==> src/rtl/alu_flags_seq_if.sv <==
// Handshake and data bundle for alu_flags_seq: the request side (operands and opcode)
// and the response side (result, flags, busy).
interface alu_flags_seq_if #(
  parameter int N = 32
) ();
  logic         in_valid;
  logic         in_ready;
  logic [N-1:0] A;
  logic [N-1:0] B;
  logic [2:0]   ALUControl;
  logic         set_flags;
  logic         out_valid;
  logic         out_ready;
  logic [N-1:0] result;
  logic [3:0]   flags;
  logic         busy;

  modport master (
    output in_valid, A, B, ALUControl, set_flags, out_ready,
    input  in_ready, out_valid, result, flags, busy
  );

  modport slave (
    input  in_valid, A, B, ALUControl, set_flags, out_ready,
    output in_ready, out_valid, result, flags, busy
  );
endinterface

==> src/rtl/alu_flags_seq.sv <==
// Registered ALU with persistent NZCV flags: single-cycle add/sub/logic ops,
// carry-chained ADC/SBC, and one-bit-per-cycle logical shifts.
module alu_flags_seq #(
  parameter int N  = 32,
  parameter int SW = $clog2(N)
) (
  input  logic         clk,
  input  logic         reset,
  alu_flags_seq_if.slave bus
);
  localparam logic [0:0] IDLE  = 1'b0;
  localparam logic [0:0] SHIFT = 1'b1;

  logic [0:0]    state_q, state_d;
  logic [SW-1:0] cnt_q, cnt_d;
  logic [N-1:0]  work_q, work_d;
  logic          left_q, left_d;
  logic          sf_q, sf_d;
  logic [N-1:0]  result_q, result_d;
  logic [3:0]    flags_q, flags_d;
  logic          out_valid_q, out_valid_d;

  logic          accept;
  logic [N-1:0]  bop;
  logic          cin;
  logic [N:0]    sum;
  logic          sum_v;
  logic [N-1:0]  lres;
  logic [SW-1:0] shamt;
  logic [N-1:0]  shifted;
  logic          shout;

  assign bus.in_ready  = (state_q == IDLE) && (!out_valid_q || bus.out_ready);
  assign bus.out_valid = out_valid_q;
  assign bus.result    = result_q;
  assign bus.flags     = flags_q;
  assign bus.busy      = (state_q == SHIFT);
  assign accept        = bus.in_valid && bus.in_ready;

  // Shared adder: op[0] selects subtract, op[2] selects the stored carry as carry-in.
  always_comb begin
    bop     = bus.ALUControl[0] ? ~bus.B : bus.B;
    cin     = bus.ALUControl[2] ? flags_q[1] : bus.ALUControl[0];
    sum     = {1'b0, bus.A} + {1'b0, bop} + {{N{1'b0}}, cin};
    sum_v   = (bus.A[N-1] == bop[N-1]) && (sum[N-1] != bus.A[N-1]);
    lres    = bus.ALUControl[0] ? (bus.A | bus.B) : (bus.A & bus.B);
    shamt   = bus.B[SW-1:0];
    shifted = left_q ? {work_q[N-2:0], 1'b0} : {1'b0, work_q[N-1:1]};
    shout   = left_q ? work_q[N-1] : work_q[0];
  end

  always_comb begin
    state_d     = state_q;
    cnt_d       = cnt_q;
    work_d      = work_q;
    left_d      = left_q;
    sf_d        = sf_q;
    result_d    = result_q;
    flags_d     = flags_q;
    out_valid_d = out_valid_q && !bus.out_ready;
    case (state_q)
      IDLE: begin
        if (accept) begin
          case (bus.ALUControl)
            3'b010, 3'b011: begin
              result_d    = lres;
              out_valid_d = 1'b1;
              if (bus.set_flags) flags_d = {lres[N-1], lres == '0, flags_q[1:0]};
            end
            3'b110, 3'b111: begin
              if (shamt == '0) begin
                result_d    = bus.A;
                out_valid_d = 1'b1;
                if (bus.set_flags) flags_d = {bus.A[N-1], bus.A == '0, flags_q[1:0]};
              end else begin
                state_d = SHIFT;
                cnt_d   = shamt;
                work_d  = bus.A;
                left_d  = !bus.ALUControl[0];
                sf_d    = bus.set_flags;
              end
            end
            default: begin
              result_d    = sum[N-1:0];
              out_valid_d = 1'b1;
              if (bus.set_flags) flags_d = {sum[N-1], sum[N-1:0] == '0, sum[N], sum_v};
            end
          endcase
        end
      end
      SHIFT: begin
        work_d = shifted;
        cnt_d  = cnt_q - SW'(1);
        // Final step: the bit leaving now becomes C.
        if (cnt_q == SW'(1)) begin
          state_d     = IDLE;
          result_d    = shifted;
          out_valid_d = 1'b1;
          if (sf_q) flags_d = {shifted[N-1], shifted == '0, shout, flags_q[0]};
        end
      end
      default: state_d = IDLE;
    endcase
  end

  always_ff @(posedge clk or posedge reset) begin
    if (reset) begin
      state_q     <= IDLE;
      cnt_q       <= '0;
      work_q      <= '0;
      left_q      <= 1'b0;
      sf_q        <= 1'b0;
      result_q    <= '0;
      flags_q     <= 4'b0000;
      out_valid_q <= 1'b0;
    end else begin
      state_q     <= state_d;
      cnt_q       <= cnt_d;
      work_q      <= work_d;
      left_q      <= left_d;
      sf_q        <= sf_d;
      result_q    <= result_d;
      flags_q     <= flags_d;
      out_valid_q <= out_valid_d;
    end
  end
endmodule

==> src/flat_wrapper.sv <==
// flat-port wrapper written by rule: the top's interface ports become plain ports
module alu_flags_seq_flat 
#(
  parameter int N  = 32,
  parameter int SW = $clog2(N)
)
  (clk, reset, bus_in_valid, bus_A, bus_B, bus_ALUControl, bus_set_flags, bus_out_ready, bus_in_ready, bus_out_valid, bus_result, bus_flags, bus_busy);
  alu_flags_seq_if #(.N(N)) bus_i ();
  input  logic clk;
  input  logic reset;
  input wire logic [$bits(bus_i.in_valid)-1:0] bus_in_valid;
  input wire logic [$bits(bus_i.A)-1:0] bus_A;
  input wire logic [$bits(bus_i.B)-1:0] bus_B;
  input wire logic [$bits(bus_i.ALUControl)-1:0] bus_ALUControl;
  input wire logic [$bits(bus_i.set_flags)-1:0] bus_set_flags;
  input wire logic [$bits(bus_i.out_ready)-1:0] bus_out_ready;
  output wire logic [$bits(bus_i.in_ready)-1:0] bus_in_ready;
  output wire logic [$bits(bus_i.out_valid)-1:0] bus_out_valid;
  output wire logic [$bits(bus_i.result)-1:0] bus_result;
  output wire logic [$bits(bus_i.flags)-1:0] bus_flags;
  output wire logic [$bits(bus_i.busy)-1:0] bus_busy;
  assign bus_i.in_valid = bus_in_valid;
  assign bus_i.A = bus_A;
  assign bus_i.B = bus_B;
  assign bus_i.ALUControl = bus_ALUControl;
  assign bus_i.set_flags = bus_set_flags;
  assign bus_i.out_ready = bus_out_ready;
  assign bus_in_ready = bus_i.in_ready;
  assign bus_out_valid = bus_i.out_valid;
  assign bus_result = bus_i.result;
  assign bus_flags = bus_i.flags;
  assign bus_busy = bus_i.busy;
  alu_flags_seq #(.N(N), .SW(SW)) u_core (.clk(clk), .reset(reset), .bus(bus_i));
endmodule
==> config.mk <==
export PLATFORM = sky130hd
export DESIGN_NAME = alu_flags_seq_flat
export DESIGN_NICKNAME = d
export VERILOG_FILES = /design/src/rtl/alu_flags_seq_if.sv /design/src/rtl/alu_flags_seq.sv /design/src/flat_wrapper.sv
export SDC_FILE = /design/constraint.sdc
export NUM_CORES = 1
export LEC_CHECK = 0
export ABC_AREA = 1
export CORE_UTILIZATION = 45
export CTS_BUF_LIST = sky130_fd_sc_hd__clkbuf_8
export DETAILED_ROUTE_END_ITERATION = 10
export PLACE_DENSITY = 0.68
export REMOVE_ABC_BUFFERS = 1
export SYNTH_ARGS = -nofsm -noshare
export SYNTH_HDL_FRONTEND = slang
export SYNTH_SLANG_ARGS = --single-unit
==> constraint.sdc <==
create_clock -name clk -period 2.9 [get_ports clk]
set_input_delay 0.725 -clock clk [delete_from_list [all_inputs] [get_ports clk]]
set_output_delay 0.725 -clock clk [all_outputs]
set_load 0.01 [all_outputs]
### Yosys cells after proc, flatten, opt, wreduce, memory -nomap -nowiden

Index checks and enable logic that the tools add are counted.

* register bits: 77

* reduce and logical (&&, ||, !) cells: 21
* eq/ne operators: 16
* bitwise operators: 5
* add/subtract/negate cells: 3
* mux-type cells: 37

Operators by type and width (number)
* $mux 32: 9
* $pmux 32 s2: 3
* $logic_not 32->1: 4
* $add 32x32->33: 1
* $add 33x1->33: 1
* $and 32x32->32: 1
* $not 32->32: 1
* $or 32x32->32: 1
* $mux 4: 7
* $pmux 4 s2: 2
* $mux 5: 3
* $ne 2x2->1 const B: 7
* $mux 1: 10
* $pmux 5 s2: 1
* $reduce_and 5->1: 2
* $eq 3x2->1 const B: 2
* $eq 3x3->1 const B: 2
* $reduce_and 3->1: 2
* $reduce_and 6->1: 1
* $eq 5x1->1 const B: 1
* $logic_not 5->1: 1
* $sub 5x1->5 const B: 1
* $logic_and 1x1->1: 4
* $pmux 1 s2: 2
* other kinds (9): 13

### Depth between registers and ports, before layout

Gate-level depths: netlist of run 1.

* word-level depth: 10
* gate-level depth with buffers: 25
* mapped depth without buffers: 23

### Least setup slack after synthesis of run 1

OpenSTA, ideal clock, no wires.

* path type: input-to-reg
* start: input bus_ALUControl[0]
* end: register u_core.flags_q[2] (netlist: u_core.bus.flags[2])
* buffers on the path: 2
* stages: 22
* slack: -485 ps
* setup time: 73 ps
* required time: 2827 ps
* data arrival time: 3312 ps
* path through: buf_2 -> buf_1 -> mux2i_1 -> fa_1 -> fa_1 -> inv_1 -> nand2_1 -> nand2_1 -> nand3_2 -> nand2_2 -> nand2_2 -> nand2_2 -> nand3_1 -> nand2_1 -> nand2_1 -> nand2_1 -> nand2_1 -> nor2_1 -> nand3_1 -> nand2_1 -> nand2_1 -> a21oi_2

* cells in the longest elaborated chain, start to end: 8
* elaborated cells between the ends (all ways): 20

Ends and longest elaborated chain
* start: declaration: line flat_wrapper.sv:14 `input wire logic [$bits(bus_i.ALUControl)-1:0] bus_ALUControl;`
* $mux 32: line alu_flags_seq.sv:42 `bop = bus.ALUControl[0] ? ~bus.B : bus.B;`
* $add 32x32->33: line alu_flags_seq.sv:44 `sum = {1'b0, bus.A} + {1'b0, bop} + {{N{1'b0}}, cin};`
* $add 33x1->33: line alu_flags_seq.sv:44
* $logic_not 32->1: line alu_flags_seq.sv:86 `if (bus.set_flags) flags_d = {sum[N-1], sum[N-1:0] == '0, sum[N], sum_v};`
* $mux 4: line alu_flags_seq.sv:86
* $pmux 4 s2: line alu_flags_seq.sv:64 `case (bus.ALUControl)`
* $mux 4: line alu_flags_seq.sv:63 `if (accept) begin`
* $pmux 4 s2: line alu_flags_seq.sv:61 `case (state_q)`
* end signal: assignment: line alu_flags_seq.sv:123 `flags_q <= flags_d;`
* end: declaration: line alu_flags_seq.sv:20 `logic [3:0] flags_q, flags_d;`

Several ways; a longest one is shown, not always the timed one. The select of a mux whose other input is x is not followed.
A chain may end at the register's enable or synchronous reset.

### Worst setup path in the final report of run 1

* start: input bus_ALUControl[2]
* end: register u_core.result_q[12] (netlist: u_core.bus.result[12])

* cells in the longest elaborated chain, start to end: 5
* elaborated cells between the ends (all ways): 13

Ends and longest elaborated chain
* $mux 1, or another cell as far along: line alu_flags_seq.sv:43 `cin = bus.ALUControl[2] ? flags_q[1] : bus.ALUControl[0];`
* $add 33x1->33 / $reduce_or 2->1 (equally long branches): line alu_flags_seq.sv:44, alu_flags_seq.sv:64
* $pmux 32 s2: line alu_flags_seq.sv:64
* $mux 32: line alu_flags_seq.sv:63
* $pmux 32 s2: line alu_flags_seq.sv:61
* end signal: assignment: line alu_flags_seq.sv:122 `result_q <= result_d;`
* end: declaration: line alu_flags_seq.sv:19 `logic [N-1:0] result_q, result_d;`

Several ways; a longest one is shown, not always the timed one. The select of a mux whose other input is x is not followed.

==> run metrics, run 1 <==
status complete, but fails checks; failing checks setup timing; GR peak layer met2; worst r2r path cells 19; WP data arrival approximately 3.2 ns; Clock power frac 0.104; ratio of cells with drive above 1 in the final layout 0.283; clock sinks 77; full die area between 15000 and 20000 um2; CTS root buf clkbuf_8; dpl cell area between 10000 and 15000 um2; sequential share of power 0.244; Post-Synth Adder-Cell Area 0.0587; pin count of the biggest net entering global routing 61; setup ws final -0.0492 ns; yosys warns 0; vias in the first global route 9395; Critical Path RT between 3 and 4 ns; Layout Cells excl Fill roughly 1900; commonest non-fill, non-tap cell in the layout nand2_1; routed via count 10300; GRT met2 Usage 0.548; count of pins over their slew limit 0; Final period util 1.02; Synth Area in Simple Gates 0.370; Overall Global Routing Usage 0.345; dpl cells around 1800; number of synthesized register bits 77; Hold Crit Depth 2; Hold WS between 0.4 and 0.5 ns; Cell variety after synth 47; NumNets Final between 1500 and 2000; met1 usage 0.477; clk slew on worst S/H paths ~0.09 ns; Syn Std Cell Area approximately 7900 um2; Port Buffers 110; Synth Area in Compound Gates 0.192; MaxCap Viol Count 0; Initial Util 0.460; final critical-path required period between 2 and 3 ns; Layout area overhead 51.2%; total congestion overflow 0; DRC errors left 0; worst slew pin tran around 0.85 ns; worst IR drop on VDD ~0.60 mV; post-synthesis sequential area ratio 0.243; Die Width approximately 130 um; sw frac 0.458; ys flop type dfrtp_1; antenna diode count 0; reg-to-reg startpoint u_core.bus.flags[1]; worst hold start u_core.bus.flags[3]; P_leak between 0.006 and 0.007 uW; setup slack, reg-to-reg about 0.07 ns; Core Footprint around 17000 um2; H-tree depth 3; M3 GR Usage 0.0477; total CTS buffers 9; drt total wl 32100 um; skew final roughly 0.011 ns; WL/cell roughly 17 um; worst-path maximum fanout 4; # rows 48; syn avg cell area between 6 and 7 um2; Logic pwr share 0.652; Routed Antenna Nets 0; I/O pin cnt 111; post-route cell area 12000 um2; Hold Path Class reg -> reg; Net Switching between 3000 and 4000 uW; Post-synth EDFFs 0; Worst setup EP type register; clock latency on the worst-skew pair between 0.3 and 0.4 ns; FF-to-FF End u_core.bus.result[12]; Int Pwr about 4400 uW; Crit Path Category in -> reg; cell count after synthesis 1320; unrepaired setup endpoints after global routing yes; GPL Wtd Cong ~0.94; post-synth top area cell dfrtp_1; endpoints failing hold 0; Tot Pwr about 8100 uW; Initial DRC Count 1019; first-pass GRT wire length 48200 um; asr flop ratio synth 1.00; mux share of post-synthesis cell area 0.00126; commonest non-fill, non-tap cells in the layout nand2_1 (313), buf_4 (219), inv_1 (209); WHS Endpoint u_core.bus.flags[3]; post-synth top area share 0.243; Final setup viols 2; initial antenna violation count 0; Area contributors post-synth dfrtp_1 (24%), nand2_1 (18%), inv_1 (11%), nor2_1 (7.7%), ha_1 (5.4%); CTS tree done; xor/xnor cell area share of the yosys netlist 0.00221; Setup crit start kind input port; largest family of logic cells by synthesized area simple AND/OR/NAND/NOR gates; First-pass DRT Iterations 5; Sum Neg Setup Slack -0.0800 ns; relative slew slack 0.435; drt via density 5.51; PwrDens around 670 nW/um2; die height approximately 130 um; Max Root-Sink Buffers 2; Detail Placement HPWL 23800 um; Max Freq between 300 and 400 MHz
==> cell families after synthesis <==
logic type	Yosys count
xor gates and xnor gates	2
DFF	77
muxes	1
buffers and inverters	275
AOI/OAI and AO/OA	238
and+or+nand+nor	691
adders and majority gates	36
==> power by group through the flow <==
stage | Clock [uW] | Combinational, uW | Sequential (uW)
floorplan | 0 | 2510 | 2090
CTS | 844 | 4990 | 1970
global placement | 0 | 4750 | 1970
detailed placement | 0 | 4820 | 1980
finish | 839 | 5270 | 1970
global route | 889 | 5720 | 2030
==> per-layer routing <==
metal	up-vias	wire length, um
li1	4890	-
met1	4749	13400
met4	0	1160
met3	79	3150
met5	-	0
met2	558	14400
==> metrics by stage <==
step / utilization / setup slack (ns)
after floorplan: - / -0.577
after global placement: 0.617 / -0.810
after detailed placement: 0.617 / -0.912
after CTS: 0.658 / -0.0122
after global routing: 0.695 / -0.230
final: 0.695 / -0.0492
==> area by class of cell <==
| cell class | instances | area [um2] |
|---|---|---|
| multi-input combinational | 968 | 5630 |
| sequential | 77 | 1930 |
| tap | 225 | 282 |
| timing repair buffer | 347 | 3070 |
| fill | 1538 | 5250 |
| clock inverter | 6 | 63.8 |
| clock buffer | 10 | 138 |
| inverter | 232 | 872 |
==> sequential cells by signal, indices dropped and copies added (netlist names) <==
register and cells:
u_core.left_q 1, u_core.bus.busy 1, u_core.bus.out_valid 1, u_core.work_q 32
u_core.bus.result 32, u_core.sf_q 1, u_core.cnt_q 5, u_core.bus.flags 4
==> timing repair <==
item | in CTS | in global routing
hold buffers | 0 | 0
cloned | 1 | 5
setup endpoints to repair | 26 | 23
setup buffers | 26 | 12
pin swaps | 73 | 68
resized for setup | 128 | 130
==> synth_stat cells (2+ instances only) <==
cell type	instances
clkbuf_1	28
o21bai_1	26
fa_1	2
clkinv_1	4
nor2_4	2
nor4_1	5
o21ai_0	70
inv_1	224
o21a_1	24
or2_2	14
nand4_1	32
a21oi_1	38
a21oi_2	2
o211ai_1	7
nand2_2	11
nor4b_1	2
a21boi_0	3
a221o_1	3
buf_1	3
nand2_1	380
o221ai_1	24
a31oi_1	3
nand3b_1	11
nand3_1	53
nand3_2	4
nor3_1	8
nor2_2	3
inv_2	4
and2_1	2
a2bb2oi_1	4
dfrtp_1	77
buf_2	12
o22ai_1	27
ha_1	34
nor2_1	162
==> worst max-delay path by stage <==
stage / start / to / slack [ns] / cells past startpoint
6_report: bus_ALUControl[2] / u_core.bus.result[12] / -0.05 / 20
5_1_grt: bus_ALUControl[0] / u_core.bus.flags[2] / -0.23 / 25
4_1_cts: bus_ALUControl[0] / u_core.bus.flags[2] / -0.01 / 23
3_5_place_dp: bus_B[0] / u_core.bus.flags[2] / -0.91 / 23
3_3_place_gp: bus_B[0] / u_core.bus.flags[2] / -0.81 / 23
2_1_floorplan: bus_ALUControl[1] / u_core.bus.result[30] / -0.58 / 8
==> critical path: stages <==
cell	delay [ns]
buf_8	0.10
mux2i_4	0.18
fa_2	0.41
fa_2	0.42
inv_2	0.12
nand2_2	0.08
nand2_4	0.07
nand3_4	0.07
nand2_4	0.10
nand2_2	0.06
nand2_2	0.09
nand2_2	0.06
nand2_2	0.07
buf_4	0.10
buf_4	0.09
buf_4	0.08
nor2_1	0.03
o21ai_0	0.16
nand3_1	0.09
o21a_1	0.11
(Power assumes the default switching activity.)
==> run 2, diff against run 1 <==
Settings changed: CORE_UTILIZATION 45 to 58, PLACE_DENSITY 0.68 to 0.84.
Clock period 2.9 ns to 3.65 ns, I/O delays scaled along.
==> run metrics, run 2 (same netlist as run 1, synthesis figures left out) <==
Final period util 0.940; Worst setup EP type register; final critical-path required period about 3.4 ns; NumNets Final 1629 (-6.5%); antenna diode count 0 (unchanged); worst-path maximum fanout 18 (+14); Hold Path Class reg -> reg; status completed; PwrDens 585 nW/um2 (-13%); Fillers 1138 (-26%); Port Buffers 110 (unchanged); total congestion overflow 0 (unchanged); Initial Util 0.596 (+0.136); MaxCap Viol Count 0 (unchanged); GPL Wtd Cong 0.959 (+1.6%); H-tree depth 3 (unchanged); Logic pwr share 0.635 (-0.017); Critical Path RT 3.89 ns (+0.73 ns); commonest non-fill, non-tap cells in the layout nand2_1 (380), inv_1 (223), nor2_1 (162); total CTS buffers 9 (unchanged); Die Width 119 um (-12%); drt total wl 28700 um (-11%); Net Switching 2820 uW (-24%); worst IR drop on VDD 0.308 mV (-48%); Worst setup startpoint bus_ALUControl[0]; Setup crit start kind input port; worst r2r path cells 6 (-13); relative slew slack 0.357 (-0.0775); FF-to-FF End u_core.bus.flags[2]; First-pass DRT Iterations 6 (+1); Critical Path, Cell by Cell buf_2 > buf_4 > nor2_1 > nor2_1 > ha_1 > inv_1 > nand2_1 > inv_1 > nand2_1 > nand2_1 > nand2_2 > nand2_2 > nand2_2 > nand3_2 > nand2_2 > nand2_1 > nand2_1 > nor2_1 > o31ai_1 > o21ai_0; CP Depth 20 (unchanged); full die area 14100 um2 (-22%); pin count of the biggest net entering global routing 61 (unchanged); DRC errors left 0 (unchanged); unrepaired setup endpoints after global routing yes; Layout area overhead 28.8%; setup slack, reg-to-reg 0.75 ns (+0.68 ns); Worst setup endpoint u_core.bus.result[31]; WL/cell 16.9 um (-2.0%); die height 119 um (-12%); CP Buf/Inv Count 4 (-1); worst slew pin tran 0.964 ns (+0.119 ns); count of pins over their slew limit 0 (unchanged); CTS root buf clkbuf_8; clk slew on worst S/H paths 0.08 ns (about the same); commonest non-fill, non-tap cell in the layout nand2_1; ratio of cells with drive above 1 in the final layout 0.121 (-0.162); Clock power frac 0.097 (-0.007); Hold WS 0.500 ns (+0.0124 ns); crit-path max cell delay 0.39 ns (-0.03 ns); CTS Hold Bufs 0 (unchanged); reg-to-reg startpoint u_core.left_q; Int Pwr 3160 uW (-28%); clock sinks 77 (unchanged); sequential share of power 0.268 (+0.024); Routed Antenna Nets 0 (unchanged); drt via density 5.85 (+6.2%); Sum Neg Setup Slack 0 ns (+0.0800 ns); Final setup viols 0 (-2); vias in the first global route 8957 (-4.7%); sw frac 0.471 (+0.0138); cell mode on critical path nand2_1; CTS tree done; Initial DRC Count 1459 (+43%); Crit Path Category in -> reg; Overall Global Routing Usage 0.410 (+0.0652); clock latency on the worst-skew pair 0.37 ns (about the same); first-pass GRT wire length 45100 um (-6.5%); Core Footprint 13300 um2 (-23%); routed via count 9958 (-3.1%); Detail Placement HPWL 23300 um (-2.0%); skew final 0.0150 ns (+0.00421 ns); Max Freq 291 MHz; CP max-delay cell o31ai_1; endpoints failing hold 0 (unchanged); I/O pin cnt 111 (unchanged); Top Family by Delay on Critical Path simple AND/OR/NAND/NOR gates; # rows 42 (-13%); P_leak 0.00538 uW (-12%); initial antenna violation count 0 (unchanged); Max Root-Sink Buffers 2 (unchanged); WP data arrival 3.67 ns (+0.46 ns)
-- run 2: cell count changes in the layout (fill, tap and decap cells not counted), moves of 15 or more --
| cell | change |
|---|---|
| buf_4 | -99 |
| nand2_1 | +67 |
| nand2_2 | -61 |
| nor2_1 | +43 |
| nor2_2 | -30 |
| clkdlybuf4s50_1 | +27 |
| dlygate4sd2_1 | -17 |
| a21oi_1 | +15 |
| inv_2 | -15 |
-- run 2: final cells by class --
type | count | area, um2 | area share
Clock buffer | 9 | 124 | 0.0121
Clock inverter | 7 | 41.3 | 0.00404
Inverter | 232 | 872 | 0.0854
Multi-Input combinational cell | 968 | 4970 | 0.487
Sequential cell | 77 | 1930 | 0.189
Tap cell | 176 | 220 | 0.0216
Timing Repair Buffer | 233 | 2060 | 0.202
-- run 2: how the worst min path moves through the flow --
stage	from	slack, ns	to	depth (start not counted)
finish	u_core.bus.result[6]	0.50	u_core.bus.result[6]	1
global placement	u_core.bus.result[19]	0.47	u_core.bus.result[19]	2
CTS	u_core.bus.result[2]	0.50	u_core.bus.result[2]	2
detailed placement	u_core.bus.result[2]	0.48	u_core.bus.result[2]	2
floorplan	u_core.sf_q	0.46	u_core.sf_q	2
global route	u_core.bus.result[24]	0.52	u_core.bus.result[24]	1
-- run 2: power groups by stage --
stage               Sequential (uW)  Combinational [uW]  Clock, uW
global placement               1580                3580          0
floorplan                      1660                1990          0
CTS                            1580                3690        569
finish                         1600                3790        582
detailed placement             1600                3680          0
global route                   1630                4100        613
-- run 2: what timing repair did --
action	4_1_cts	5_1_grt
setup endpoints to repair	0	9
resized for setup	0	5
setup buffers	0	0
-- run 2: layer usage --
| metal | GRT usage | vias up | wire [um] |
|---|---|---|---|
| li1 | - | 4667 | - |
| met1 | 0.570 | 4548 | 11900 |
| met2 | 0.639 | 634 | 12500 |
| met3 | 0.0642 | 109 | 3150 |
| met4 | 0.160 | 0 | 1170 |
| met5 | 0 | - | 0 |
-- run 2: per-stage QoR --
step | setup WS, ns | power [uW] | instances | area [um2] | util
detailed placement | -0.322 | 5270 | 1686 | 10000 | 0.755
finish | 0.218 | 5980 | 1702 | 10200 | 0.768
floorplan | -0.0145 | 3650 | 1277 | 7750 | -
global placement | -0.221 | 5160 | 1686 | 10000 | 0.755
CTS | 0.0446 | 5850 | 1702 | 10200 | 0.767
global route | -0.0547 | 6350 | 1702 | 10200 | 0.768
